`src/rtl/mux_scan_n.sv`:
```
//==============================================================================
// Module      : mux_scan_n
// Description : N-channel, W-bit registered mux with manual select and a
//               round-robin scan mode with programmable dwell and wrap pulse.
//               Optional macro MUX_SCAN_MASK_EN lets ch_mask gate the scan.
// Revision    : 1.0 - initial release
//==============================================================================
`default_nettype none

module mux_scan_n #(
    parameter  int N     = 8,
    parameter  int W     = 1,
    parameter  int DWELL = 4,
    localparam int SW    = $clog2(N)
) (
    input  logic             clk,
    input  logic             rst,
    input  logic [N*W-1:0]   din,
    input  logic [SW-1:0]    sel,
    input  logic             sel_load,
    input  logic             scan_en,
    input  logic [N-1:0]     ch_mask,
    output logic [W-1:0]     y,
    output logic [SW-1:0]    ch,
    output logic             wrap
);

    localparam int            CW         = $clog2(DWELL) + 1;
    localparam logic [CW-1:0] c_cnt_last = CW'(DWELL - 1);
    localparam logic [SW:0]   c_n        = (SW + 1)'(N);

    logic [SW-1:0] r_ch;
    logic [CW-1:0] r_cnt;
    logic [W-1:0]  r_y;
    logic          r_wrap;

    logic [N-1:0]  w_en;
    logic [W-1:0]  w_y;
    logic          w_hi_found;
    logic [SW-1:0] w_hi_ch;
    logic          w_any;
    logic [SW-1:0] w_lo_ch;
    logic [SW-1:0] w_next;
    logic          w_sel_ok;

`ifdef MUX_SCAN_MASK_EN
    assign w_en = ch_mask;
`else
    logic w_unused_mask;
    assign w_en          = '1;
    assign w_unused_mask = ^ch_mask;
`endif

    always_comb begin
        w_y = '0;
        for (int i = 0; i < N; i++) begin
            if (r_ch == SW'(i)) begin
                w_y = din[i*W +: W];
            end
        end
    end

    // Descending scan: the last hit is the lowest index. Lowest enabled above
    // the current channel wins; otherwise fall back to lowest overall (a wrap).
    always_comb begin
        w_hi_found = 1'b0;
        w_hi_ch    = '0;
        w_any      = 1'b0;
        w_lo_ch    = '0;
        for (int i = N - 1; i >= 0; i--) begin
            if (w_en[i]) begin
                if (SW'(i) > r_ch) begin
                    w_hi_found = 1'b1;
                    w_hi_ch    = SW'(i);
                end
                w_any   = 1'b1;
                w_lo_ch = SW'(i);
            end
        end
        w_next = w_hi_found ? w_hi_ch : w_lo_ch;
    end

    assign w_sel_ok = ({1'b0, sel} < c_n);

    always_ff @(posedge clk) begin
        if (rst) begin
            r_ch   <= '0;
            r_cnt  <= '0;
            r_y    <= '0;
            r_wrap <= 1'b0;
        end else begin
            r_y    <= w_y;
            r_wrap <= 1'b0;
            if (scan_en) begin
                if (r_cnt == c_cnt_last) begin
                    r_cnt <= '0;
                    if (w_any) begin
                        r_ch   <= w_next;
                        r_wrap <= ~w_hi_found;
                    end
                end else begin
                    r_cnt <= r_cnt + 1'b1;
                end
            end else begin
                r_cnt <= '0;
                if (sel_load && w_sel_ok) begin
                    r_ch <= sel;
                end
            end
        end
    end

    assign y    = r_y;
    assign ch   = r_ch;
    assign wrap = r_wrap;

endmodule

`default_nettype wire

```
`config.mk`:
```
export PLATFORM = sky130hd
export DESIGN_NAME = mux_scan_n
export DESIGN_NICKNAME = d
export VERILOG_FILES = /design/src/rtl/mux_scan_n.sv
export SDC_FILE = /design/constraint.sdc
export NUM_CORES = 1
export LEC_CHECK = 0
export CORE_MARGIN = 2
export CORE_UTILIZATION = 35
export DETAILED_ROUTE_END_ITERATION = 16
export PLACE_DENSITY = 0.84
export SETUP_SLACK_MARGIN = 0.1
export SLEW_MARGIN = 15
export SYNTH_ARGS = -nofsm -noshare
export SYNTH_HDL_FRONTEND = slang
export SYNTH_SLANG_ARGS = --single-unit
```
`constraint.sdc`:
```
create_clock -name clk -period 2.1 [get_ports clk]
set_input_delay 0.21 -clock clk [delete_from_list [all_inputs] [get_ports clk]]
set_output_delay 0.21 -clock clk [all_outputs]
set_load 0.01 [all_outputs]
```
==> flow_summary_export.csv <==
group,metric,value,unit
routing,drc,0,
setup_path,crit_family,"buffers and inverters",
cells_and_area,area_growth,39.5,%
floorplanning,ios,28,
setup_path,cp_slowest_cell,"clkdlybuf4s50_1",
timing,worst_slew_margin_rel,0.738,
routing,viasPerCell,5.25,
grt,grt_use_total,0.139,
clock_network,cts.repair.resized,0,
logic_synthesis,async_flop_share,0,
clock_network,clkSlewWorstSetupHoldPaths,50,ps
place,place_congestion,0.839,
clock_network,cts_buffers,3,
setup_path,r2r-start,"ch[1]",
cells_and_area,drive_gt1_frac,0.0625,
timing,finClkSkew,4.94,ps
floorplanning,die_x,42.7,microns
timing,rsz0062_at_grt,"false",
logic_synthesis,synth_ff_type,"dfxtp_1",
hold_path,whs_path_depth,1,
cells_and_area,final-seq-area,160,sq um
clock_network,cts_setup_buffers,0,
setup_path,crit_type,"flop to primary output",
job,cap_violations,0,
floorplanning,dieArea,0.00182,sq mm
setup_path,cp.required,1890,ps
outcome,status,"completed",
timing,worst_pin_slew,393,ps
setup_path,cpPeakStageDelay,640,ps
timing,fin_tns_setup,0,ps
floorplanning,die_y,42.7,microns
logic_synthesis,syn_avg_cell_area,8.57,sq um
logic_synthesis,synth_commonest_cells,"8 x dfxtp_1, 8 x nor2_1, 5 x ha_1",
cells_and_area,n_fill_cell,136,
hold_path,hp-class,"flop to flop",
clock_network,cts_tree,"done",
place,port-buffer-count,19,
timing,maxSlewViolCount,0,
setup_path,critPathArrivalTime,1430,ps
logic_synthesis,ys_warn_count,0,
timing,period_minus_slack,1640,ps
cells_and_area,fin_nets,110,
power_and_ir_drop,ir_worst_vdd,0.406,mV
routing,wl_per_cell,11.7,microns
grt,grt_pass1_wl,1880,microns
place,place_area,707,sq um
grt,grt_start_max_net_pins,13,
clock_network,clock-sinks,8,
routing,drt-initial-drc-count,14,
logic_synthesis,yosys_register_bits,8,
cells_and_area,multiInputGateArea,319,sq um
grt,grt-ovfl-total,0,
clock_network,cts.root.buffer_cell,"clkbuf_4",
logic_synthesis,synth_area_leaders,"dfxtp_1 31%, ha_1 12%, mux2i_1 5.7%",
setup_path,critPathLaunchType,"flop",
grt,first_global_vias,445,
clock_network,clk_path_buf_depth,2,
clock_network,ctsHoldBuffers,0,
hold_path,hp-start,"r_cnt[0]",
floorplanning,start_util,0.387,
setup_path,r2r_end,"ch[0]",
logic_synthesis,synth_cells,61,
setup_path,path_buf_inv,1,
timing,setup_viol,0,
timing,hold_viol_final,0,
clock_network,clock_latency,250,ps
hold_path,min_to,"r_cnt[0]",
timing,fmax,0.609,GHz
setup_path,cp-end-kind,"primary output",
timing,period_share,0.782,
logic_synthesis,synth-seq-area-share,0.306,
clock_network,cts_max_level,1,
logic_synthesis,syn-num-nets,89,
routing,drt-total-wl,1110,microns
grt,antenna_found_initial,0,
logic_synthesis,yosys.area.top_type,"dfxtp_1",
floorplanning,core_area,0.00135,sq mm
logic_synthesis,syn-cell-area,523,sq um
logic_synthesis,synth_top_area_share,0.306,
logic_synthesis,synth_cell_types,27,
logic_synthesis,synth_edf_count,0,
setup_path,reg2reg_depth,5,
routing,vias,499,
setup_path,worst-path-max-fanout,12,
power_and_ir_drop,power_density,523,mW/mm^2
setup_path,r2r_setup_slack,520,ps
routing,antenna_left,0,
setup_path,path_cells,"clkdlybuf4s50_1",
routing,firstDrtPassIters,4,
power_and_ir_drop,p_leak,0.000278,uW
cells_and_area,antenna_cells,0,
cells_and_area,final_area,729,sq um
floorplanning,rows,13,
-- report_power, final --
group | switching [uW] | total, uW | internal [uW]
Combinational | 40.8 | 101 | 59.8
Sequential | 8.94 | 169 | 160
Clock | 46.8 | 112 | 65.0
Total | 96.5 | 382 | 285
-- cells by family after synthesis --
family	synth area share
muxes	0.0574
and+or+nand+nor	0.223
buffers and inverters	0.0837
adders and majority gates	0.120
DFF	0.306
AOI/OAI and AO/OA	0.211
-- sequential cells by signal, summed over array words and instances (netlist names) --
name	flops
ch	3
wrap	1
r_cnt	3
y	1
-- layout make-up --
type / count / area share
tap: 15 / 0.0257
timing repair buffer: 20 / 0.271
sequential: 8 / 0.220
multi-input combinational: 46 / 0.437
inverter: 3 / 0.0154
clock buffer: 3 / 0.0309
-- routing by layer --
metal	vias up	share of wire	global-route usage
met5	-	0	0
met4	0	0.018	0.0750
met3	2	0.083	0.0596
met2	20	0.44	0.194
met1	216	0.46	0.179
li1	261	-	-
-- through the flow --
step	total power (uW)	hold slack, ps	setup WS, ps	utilization	std cells
6_report	382	419	458	0.540	95
2_1_floorplan	228	276	538	-	61
3_5_place_dp	273	416	527	0.524	92
5_1_grt	412	450	348	0.540	95
3_3_place_gp	270	407	584	0.524	92
4_1_cts	388	423	439	0.540	95
-- worst max path at each step --
stage	from	end	slack [ps]	depth (start not counted)
6_report	ch[1]	ch[1]	460	1
5_1_grt	ch[1]	ch[0]	350	5
4_1_cts	ch[1]	ch[1]	440	1
3_5_place_dp	ch[1]	ch[0]	530	5
3_3_place_gp	ch[1]	ch[0]	580	5
2_1_floorplan	ch[0]	y	540	7
-- placed cells by master (no fill, tap or decap), types with 2 or more instances in the layout --
cell type	count
a21oi_1	3
a311oi_1	2
a31oi_1	3
clkbuf_4	3
clkdlybuf4s50_1	19
dfxtp_1	8
ha_1	5
inv_1	3
mux2i_1	3
nand2_1	3
nand2b_1	3
nor2_1	8
nor2b_1	2
o211ai_1	2
Note: power is estimated with default switching activity, not from simulation.
